<file path="config.mk">
export PLATFORM = sky130hd
export DESIGN_NAME = rv_read_arbiter
export DESIGN_NICKNAME = d
export VERILOG_FILES = /design/src/rtl/rv_read_arbiter.sv
export SDC_FILE = /design/constraint.sdc
export NUM_CORES = 1
export LEC_CHECK = 0
export CORE_MARGIN = 2
export CORE_UTILIZATION = 34
export CTS_CLUSTER_SIZE = 16
export DETAILED_ROUTE_END_ITERATION = 10
export GPL_TIMING_DRIVEN = 1
export HOLD_SLACK_MARGIN = 0.05
export PLACE_DENSITY_LB_ADDON = 0.05
export SLEW_MARGIN = 20
export SYNTH_ARGS = -nofsm -noshare
export SYNTH_HDL_FRONTEND = slang
export SYNTH_SLANG_ARGS = --single-unit
export TNS_END_PERCENT = 30
</file>
<file path="constraint.sdc">
create_clock -name S00_AXI_aclk -period 2.4 [get_ports S00_AXI_aclk]
set_clock_uncertainty 0.05 [all_clocks]
set_input_delay 0.24 -clock S00_AXI_aclk [delete_from_list [all_inputs] [get_ports S00_AXI_aclk]]
set_output_delay 0.24 -clock S00_AXI_aclk [all_outputs]
set_load 0.05 [all_outputs]
</file>
<file path="src/rtl/rv_read_arbiter.sv">
// rv_read_arbiter
//
// Round-robin arbiter that merges four ready/valid read-response producers
// (A..D) into a single ready/valid sink. Each accepted beat is captured in a
// one-entry output register together with its error flag and source index,
// so the downstream bridge sees a single well-behaved producer.
//
// Ports
//   S00_AXI_aclk      clock, all state on the rising edge
//   S00_AXI_aresetn   synchronous active-low reset
//   X_rvalid_i        producer X (A..D) has a beat
//   X_rready_o        producer X beat accepted this cycle
//   X_rdata_i         producer X data
//   X_rerror_i        producer X error flag, qualified by X_rvalid_i
//   M_rvalid_o        output register holds a beat
//   M_rready_i        sink accepts the held beat
//   M_rdata_o         registered data
//   M_rerror_o        registered error flag
//   M_src_o           registered source index (A=0 .. D=3)
//
// Configuration
//   RV_READ_ARB_PRIO_A_EN  when defined, producer A wins whenever it is valid
//                          and the slot is free; B..D round-robin when A is
//                          idle. Undefined (default): pure round-robin.

module rv_read_arbiter #(
  parameter int unsigned C_S00_AXI_DATA_WIDTH = 32
) (
  input  logic                            S00_AXI_aclk,
  input  logic                            S00_AXI_aresetn,

  input  logic                            A_rvalid_i,
  output logic                            A_rready_o,
  input  logic [C_S00_AXI_DATA_WIDTH-1:0] A_rdata_i,
  input  logic                            A_rerror_i,

  input  logic                            B_rvalid_i,
  output logic                            B_rready_o,
  input  logic [C_S00_AXI_DATA_WIDTH-1:0] B_rdata_i,
  input  logic                            B_rerror_i,

  input  logic                            C_rvalid_i,
  output logic                            C_rready_o,
  input  logic [C_S00_AXI_DATA_WIDTH-1:0] C_rdata_i,
  input  logic                            C_rerror_i,

  input  logic                            D_rvalid_i,
  output logic                            D_rready_o,
  input  logic [C_S00_AXI_DATA_WIDTH-1:0] D_rdata_i,
  input  logic                            D_rerror_i,

  output logic                            M_rvalid_o,
  input  logic                            M_rready_i,
  output logic [C_S00_AXI_DATA_WIDTH-1:0] M_rdata_o,
  output logic                            M_rerror_o,
  output logic [1:0]                      M_src_o
);

  localparam int unsigned DW = C_S00_AXI_DATA_WIDTH;

  // Output register and round-robin pointer.
  logic          full_q, full_d;
  logic [DW-1:0] data_q, data_d;
  logic          err_q,  err_d;
  logic [1:0]    src_q,  src_d;
  logic [1:0]    last_q, last_d;

  // Producers gathered into indexable form (index 0 = A .. 3 = D).
  logic [3:0]    req;
  logic [3:0]    err_in;
  logic [DW-1:0] data_in [4];

  assign req     = {D_rvalid_i, C_rvalid_i, B_rvalid_i, A_rvalid_i};
  assign err_in  = {D_rerror_i, C_rerror_i, B_rerror_i, A_rerror_i};
  assign data_in[0] = A_rdata_i;
  assign data_in[1] = B_rdata_i;
  assign data_in[2] = C_rdata_i;
  assign data_in[3] = D_rdata_i;

  // Slot can take a new beat when empty or being drained this cycle.
  logic slot_free;
  assign slot_free = !full_q || M_rready_i;

  logic       gnt_valid;
  logic [1:0] gnt_idx;
  logic [1:0] cand;
  logic [3:0] gnt_oh;

  // Scan last+1, last+2, last+3, last: the most recent winner is scanned
  // last, so a lone requester is still granted back-to-back.
  always_comb begin
    gnt_valid = 1'b0;
    gnt_idx   = 2'd0;
    cand      = 2'd0;
    if (slot_free && S00_AXI_aresetn) begin
      for (int unsigned k = 1; k <= 4; k++) begin
        cand = last_q + 2'(k);
        if (!gnt_valid && req[cand]) begin
          gnt_valid = 1'b1;
          gnt_idx   = cand;
        end
      end
`ifdef RV_READ_ARB_PRIO_A_EN
      // A overrides the rotation; last still moves to 0 below.
      if (req[0]) begin
        gnt_valid = 1'b1;
        gnt_idx   = 2'd0;
      end
`endif
    end
  end

  always_comb begin
    gnt_oh = 4'b0000;
    if (gnt_valid) begin
      gnt_oh = 4'b0001 << gnt_idx;
    end
  end

  assign A_rready_o = gnt_oh[0];
  assign B_rready_o = gnt_oh[1];
  assign C_rready_o = gnt_oh[2];
  assign D_rready_o = gnt_oh[3];

  // Next state: a grant loads the register (covers drain+refill with no
  // bubble); a drain without a grant only clears full, payload holds.
  always_comb begin
    full_d = full_q;
    data_d = data_q;
    err_d  = err_q;
    src_d  = src_q;
    last_d = last_q;
    if (gnt_valid) begin
      full_d = 1'b1;
      data_d = data_in[gnt_idx];
      err_d  = err_in[gnt_idx];
      src_d  = gnt_idx;
      last_d = gnt_idx;
    end else if (M_rready_i) begin
      full_d = 1'b0;
    end
  end

  always_ff @(posedge S00_AXI_aclk) begin
    if (!S00_AXI_aresetn) begin
      full_q <= 1'b0;
      data_q <= '0;
      err_q  <= 1'b0;
      src_q  <= 2'd0;
      last_q <= 2'd3;
    end else begin
      full_q <= full_d;
      data_q <= data_d;
      err_q  <= err_d;
      src_q  <= src_d;
      last_q <= last_d;
    end
  end

  assign M_rvalid_o = full_q;
  assign M_rdata_o  = data_q;
  assign M_rerror_o = err_q;
  assign M_src_o    = src_q;

endmodule

</file>
==> results of run 1 <==
==> layout by cell type (no fill, tap or decap), drive strengths merged, types with 2 or more instances in the layout <==
cell type / instances
nor3: 3
nand2b: 2
buf: 22
clkinv: 2
nand2: 75
mux2i: 30
o221ai: 15
a21oi: 21
o21a: 2
clkdlybuf4s50: 174
nor2: 26
nor2b: 5
a211oi: 18
or3: 2
o31ai: 18
dfxtp: 38
clkbuf: 5
nor3b: 2
inv: 2
==> through the flow <==
step,util (%),power (mW)
3_3_place_gp,64.6,2.28
3_5_place_dp,64.6,2.30
6_report,65.8,2.71
5_1_grt,65.8,2.84
4_1_cts,65.8,2.74
2_1_floorplan,-,1.67
==> power groups by stage <==
stage / Combinational (mW) / Sequential [mW] / Clock [mW]
global placement: 1.46 / 0.823 / 0
detailed placement: 1.47 / 0.826 / 0
CTS: 1.48 / 0.814 / 0.450
floorplan: 0.471 / 1.20 / 0
global route: 1.54 / 0.830 / 0.469
finish: 1.47 / 0.814 / 0.428
==> logic make-up (layout without fill, tap and decap cells) <==
kind of cell           Yosys count  after routing  synth area share [%]
AO/OA/AOI/OAI                   81             81                  28.3
buffers and inverters           23            205                  5.31
flip-flops                      38             38                  32.3
multiplexers                    30             30                  12.8
AND/OR/NAND/NOR                117            117                  21.3
==> Yosys cell counts, types with 2 or more instances <==
cell type / instances / share of area, %
a211oi_1: 9 / 2.9
a211oi_2: 9 / 4.8
a21oi_1: 21 / 4.5
buf_2: 13 / 2.8
buf_4: 2 / 0.64
buf_6: 2 / 0.96
clkbuf_1: 4 / 0.64
dfxtp_1: 38 / 32
inv_1: 2 / 0.32
mux2i_1: 30 / 13
nand2_1: 74 / 12
nand2b_1: 2 / 0.53
nor2_1: 26 / 4.1
nor2b_1: 5 / 1.3
nor3b_1: 2 / 0.64
o221ai_1: 15 / 5.6
o31ai_1: 18 / 5.7
or3_1: 2 / 0.53
==> flip-flops by register name, summed over array words and instances, names as in the netlist <==
register / count
M_rdata_o: 32
M_rerror_o: 1
M_rvalid_o: 1
M_src_o: 2
last_q: 2
==> layout make-up <==
class / count / area (sq um)
Clock inverter: 2 / 10.0
Sequential cell: 38 / 761
Multi-Input combinational cell: 228 / 1480
Clock buffer: 5 / 68.8
Inverter: 2 / 7.51
Tap cell: 80 / 100
Fill cell: 612 / 2310
Timing Repair Buffer: 196 / 2020
==> path summary, 6_finish.rpt <==
kind	start	end	slack [ns]	depth (start not counted)
setup / recovery	B_rvalid_i	D_rready_o	0.1	6
hold / removal	M_src_o[0]	M_src_o[0]	0.41	2
setup reg to reg	last_q[1]	M_rdata_o[9]	0.47	6
hold reg to reg	M_src_o[0]	M_src_o[0]	0.41	2
==> layer usage <==
layer / GRT usage (%) / vias to the layer above / wire length, microns
met1: 27.8 / 1287 / 3510
met5: 0 / - / 0
met4: 5.45 / 0 / 112
met3: 7.30 / 11 / 871
li1: - / 1412 / -
met2: 38.5 / 131 / 4330
==> worst min-delay path, stage by stage, from the launching register on <==
cell     delay, ns
dfxtp_1       0.32
nand2_1       0.06
nand2_1       0.04
==> flow_summary_export.csv, run 1 <==
group,metric,value,unit
timing,tightest_slew,0.536,ns
route,wl_per_cell,16.0,microns
clocking,numCtsBuffers,5,
timing,fin_crit,2.30,ns
worst_setup_path,path_delay_family,"compound AO/OA/AOI/OAI gates",
worst_setup_path,critPathRequiredTime,2.11,ns
floorplanning,core,6760,sq um
timing,setup_viol,0,
timing,slew_viol_final,0,
clocking,post-cts-setup-buffers,0,
route,drt-vias-per-instance,5.16,
worst_setup_path,critPathMaxFanout,6,
global_routing,antenna_found_initial,0,
synthesis,yosysUniqueCellTypes,33,
synthesis,syn-cell-area,2350,sq um
clocking,cts_resized,0,
worst_setup_path,end_kind,"output pin",
placement,dp.cells,544,
placement,place_hpwl,6740,microns
placement,portBuffers,178,
synthesis,syn-mean-instance-area,8.15,sq um
timing,period_share,96.0,%
worst_setup_path,cp.arrival,2.01,ns
route,route.final.wire_length,8830,microns
pwr,seqPwrFrac,30.1,%
pwr,clockPowerShare,15.8,%
timing,timing.setup.tns,0,ns
global_routing,grtUsageTotal,22.7,%
timing,layout_setup_ws,0.0952,ns
flow_run,cap_violations,0,
floorplanning,dieWidth,87.2,microns
route,ant_nets,0,
route,via_count,2841,
global_routing,grt.overflow.total,0,
timing,hold_viol,0,
final_layout,final_cells,551,
worst_setup_path,cpPeakStageDelay,0.47,ns
pwr,p_int,1.59,mW
synthesis,synth-main-ff-cell,"dfxtp_1",
placement,dpl_cell_area,4370,sq um
floorplanning,initial_core_util,34.9,%
pwr,power.leakage,1.77,nW
synthesis,syn_nets,428,
pwr,switching_share,41.3,%
route,drt_iter0_drc,95,
synthesis,synthCells,289,
clocking,cts_tree,"yes",
global_routing,first_global_vias,2806,
pwr,vdd_drop_max,0.287,mV
worst_setup_path,startpoint_type,"primary input",
placement,dp_slack,0.105,ns
floorplanning,dieArea,7610,sq um
clocking,clockBufferDepth,2,
clocking,clock-sinks,38,
worst_setup_path,worstSetupPathType,"in2out",
clocking,clock_latency,0.29,ns
clocking,cts.reportedPaths.clkPinSlew,0.08,ns
clocking,cts_hold_buf,0,
clocking,cts_max_level,2,
worst_setup_path,worst_path_max_delay_cell,"clkdlybuf4s50_1",
synthesis,yosysWarnings,0,
timing,max_freq,434,MHz
worst_setup_path,path_buf_inv,2,
global_routing,grt_pass1_wl,13600,microns
synthesis,synth_seq_area_share,32.3,%
pwr,comb_power_share,54.1,%
timing,grt_setup_unrepaired,"false",
outcome,outcome,"complete, no violations",
clocking,root_buffer,"clkbuf_8",
floorplanning,die_y,87.2,microns
final_layout,areaGrowthSynthToFinish,88.7,%
placement,gp_congestion,0.852,
route,firstDrtPassIters,4,
pwr,power_density,609,nW/um^2
route,remaining_drc_errors,0,
timing,relSlewSlack,64.1,%
final_layout,fin_area,4440,sq um
hold_path,min_path_type,"reg2reg",
pwr,p_sw,1.12,mW
synthesis,async_flop_share,0,%
global_routing,grt_max_degree,22,
synthesis,synth_edf_count,0,
worst_setup_path,crit_chain,"clkdlybuf4s50_1 > or2_1 > a311oi_4 > nand2_1 > a21oi_1 > buf_12",
floorplanning,num_rows,30,
final_layout,nets,610,
final_layout,antenna_cells,0,
timing,hold_slack,0.409,ns
floorplanning,io_pins,179,
synthesis,synth_seq_cells,38,
final_layout,post_route_cells_drive_above_1_share,9.77,%
No activity file was read; power rests on OpenSTA's default activity.
==> run 2, diff against run 1 <==
--- a/config.mk
+++ b/config.mk
@@ -5,7 +5,7 @@
 export SDC_FILE = /design/constraint.sdc
 export NUM_CORES = 1
 export LEC_CHECK = 0
-export CORE_MARGIN = 2
+export CORE_MARGIN = 5
 export CORE_UTILIZATION = 34
 export CTS_CLUSTER_SIZE = 16
 export DETAILED_ROUTE_END_ITERATION = 10
==> run 2 against run 1 <==
Against the previous run:
- worst hold slack got worse by 0.010 ns
- die area up 14%
- worst setup slack improved by 0.039 ns
- design area down 0.51%
- register-to-register slack improved by 0.06 ns
- clock power increased by 28%
- sequential power is essentially flat
- critical endpoint is now A_rready_o
==> flow_summary_export.csv, run 2 (synthesis gave the netlist of run 1 again) <==
group,metric,value,unit
outcome,outcome,"complete, no violations",
pwr,power.leakage,1.76,nW
floorplanning,die_y,93.2,microns
timing,hold_slack,0.398,ns
timing,hold_viol,0,
route,wl_per_cell,16.7,microns
clocking,cts.reportedPaths.clkPinSlew,0.08,ns
worst_setup_path,path_delay_family,"buffers and inverters",
placement,gp_congestion,0.865,
route,route.final.wire_length,9180,microns
clocking,post-cts-setup-buffers,0,
worst_setup_path,worstSetupPathType,"in2out",
clocking,cts_tree,"yes",
worst_setup_path,startpoint_type,"primary input",
route,dr_wl_met2,4370,microns
final_layout,n_fill_cell,587,
worst_setup_path,crit_chain,"clkdlybuf4s50_1 > or2_1 > a311oi_4 > buf_12 > nor2_1 > buf_12",
worst_setup_path,critPathMaxFanout,29,
floorplanning,io_pins,179,
final_layout,post_route_cells_drive_above_1_share,9.98,%
worst_setup_path,r2r-start,"last_q[0]",
floorplanning,initial_core_util,34.9,%
worst_setup_path,critPathLaunch,"B_rvalid_i",
clocking,clockBufferDepth,2,
timing,relSlewSlack,61.9,%
worst_setup_path,cpPeakStageDelay,0.48,ns
timing,max_freq,441,MHz
pwr,vdd_drop_max,0.300,mV
route,remaining_drc_errors,0,
floorplanning,core,6760,sq um
route,met3_length,856,microns
hold_path,min_path_type,"reg2reg",
timing,slew_viol_final,0,
timing,fin_crit,2.27,ns
final_layout,antenna_cells,0,
timing,grt_setup_unrepaired,"false",
worst_setup_path,r2r_end,"M_rdata_o[18]",
route,drt-vias-per-instance,5.11,
worst_setup_path,critPathRequiredTime,2.11,ns
worst_setup_path,path_depth,6,
final_layout,areaGrowthSynthToFinish,87.8,%
route,ant_nets,0,
global_routing,grt_pass1_wl,14200,microns
timing,timing.setup.tns,0,ns
final_layout,layout_common_cells,"clkdlybuf4s50_1, nand2_1, dfxtp_1",
global_routing,grt_max_degree,30,
placement,portBuffers,178,
clocking,clock_latency,0.28,ns
route,firstDrtPassIters,4,
floorplanning,dieArea,8690,sq um
worst_setup_path,rrSetupSlack,0.53,ns
worst_setup_path,path_buf_inv,3,
hold_path,holdPathStages,2,
pwr,power_density,634,nW/um^2
worst_setup_path,cpMostUsedCell,"buf_12",
route,drt_iter0_drc,89,
clocking,numCtsBuffers,5,
global_routing,first_global_vias,2837,
floorplanning,num_rows,30,
timing,tightest_slew,0.570,ns
worst_setup_path,rr_worst_depth,5,
worst_setup_path,end_kind,"output pin",
global_routing,grtUsageTotal,20.7,%
timing,setup_viol,0,
flow_run,cap_violations,0,
global_routing,antenna_found_initial,0,
route,via_count,2814,
route,top_layer,"met4",
final_layout,nets,609,
worst_setup_path,endpoint,"A_rready_o",
route,wl_met1,3840,microns
timing,period_share,94.4,%
clocking,clock-sinks,38,
floorplanning,dieWidth,93.2,microns
final_layout,final_common_cell,"clkdlybuf4s50_1",
final_layout,largest_reg_flops,32,
placement,place_hpwl,7240,microns
clocking,root_buffer,"clkbuf_8",
worst_setup_path,cp.arrival,1.98,ns
clocking,cts_max_level,2,
worst_setup_path,worst_path_max_delay_cell,"clkdlybuf4s50_1",
global_routing,grt.overflow.total,0,
run 2: changes by cell type in the layout (fill, tap and decap cells not counted):
cell / previous run / this run
nor3b_2: 0 / 1
bufinv_16: 0 / 1
buf_12: 9 / 5
nor3b_1: 2 / 1
buf_4: 13 / 16
run 2: worst min path at each step:
stage | endpoint | slack (ns) | start
floorplan | M_rdata_o[14] | 0.33 | D_rdata_i[14]
global placement | M_src_o[0] | 0.38 | M_src_o[0]
detailed placement | M_src_o[0] | 0.39 | M_src_o[0]
CTS | M_src_o[0] | 0.40 | M_src_o[0]
global route | M_src_o[0] | 0.43 | M_src_o[0]
finish | M_src_o[0] | 0.40 | M_src_o[0]
run 2: worst register-to-register path, cell delays in order (launching register included):
cell,delay [ns]
dfxtp_1,0.38
nand2b_1,0.22
a311oi_4,0.41
buf_4,0.34
mux2i_1,0.23
o221ai_1,0.12
run 2: stage by stage:
stage / power (mW) / cells / setup WS [ns] / cell area (sq um) / util (%)
2_1_floorplan: 1.67 / 289 / 0.00242 / 2350 / -
3_3_place_gp: 2.27 / 543 / 0.0902 / 4310 / 63.8
3_5_place_dp: 2.28 / 543 / 0.0783 / 4310 / 63.8
4_1_cts: 2.83 / 551 / 0.0587 / 4420 / 65.4
5_1_grt: 2.95 / 551 / 0.0660 / 4420 / 65.4
6_report: 2.80 / 551 / 0.135 / 4420 / 65.4
run 2: cell type report:
type	instances	area [sq um]	share of cell area (%)
timing repair buffer	195	1960	44.4
multi-input combinational	228	1480	33.5
sequential	38	761	17.2
tap	80	100	2.26
clock buffer	5	68.8	1.56
clock inverter	3	40.0	0.905
inverter	2	7.51	0.170
run 2: what timing repair did:
item                       in CTS  in global routing
setup endpoints to repair       0                  1
gates resized for setup         0                  1
hold buffers                    0                  0
run 2: power breakdown:
part / internal, mW / switching (mW) / total, mW
Clock: 0.306 / 0.242 / 0.548
Sequential: 0.747 / 0.0685 / 0.816
Combinational: 0.626 / 0.814 / 1.44
Total: 1.68 / 1.12 / 2.80
run 2: per-layer routing:
metal / GRT usage, % / vias to the layer above
met5: 0 / -
met4: 5.25 / 0
met3: 7.48 / 12
met2: 33.3 / 124
met1: 26.1 / 1271
li1: - / 1407
==> run 3, diff against run 2 <==
--- a/config.mk
+++ b/config.mk
@@ -12,7 +12,6 @@
 export GPL_TIMING_DRIVEN = 1
 export HOLD_SLACK_MARGIN = 0.05
 export PLACE_DENSITY_LB_ADDON = 0.05
-export SLEW_MARGIN = 20
 export SYNTH_ARGS = -nofsm -noshare
 export SYNTH_HDL_FRONTEND = slang
 export SYNTH_SLANG_ARGS = --single-unit
==> results of run 3 <==
Final layout, timing and power as in run 2 (identical DEF).
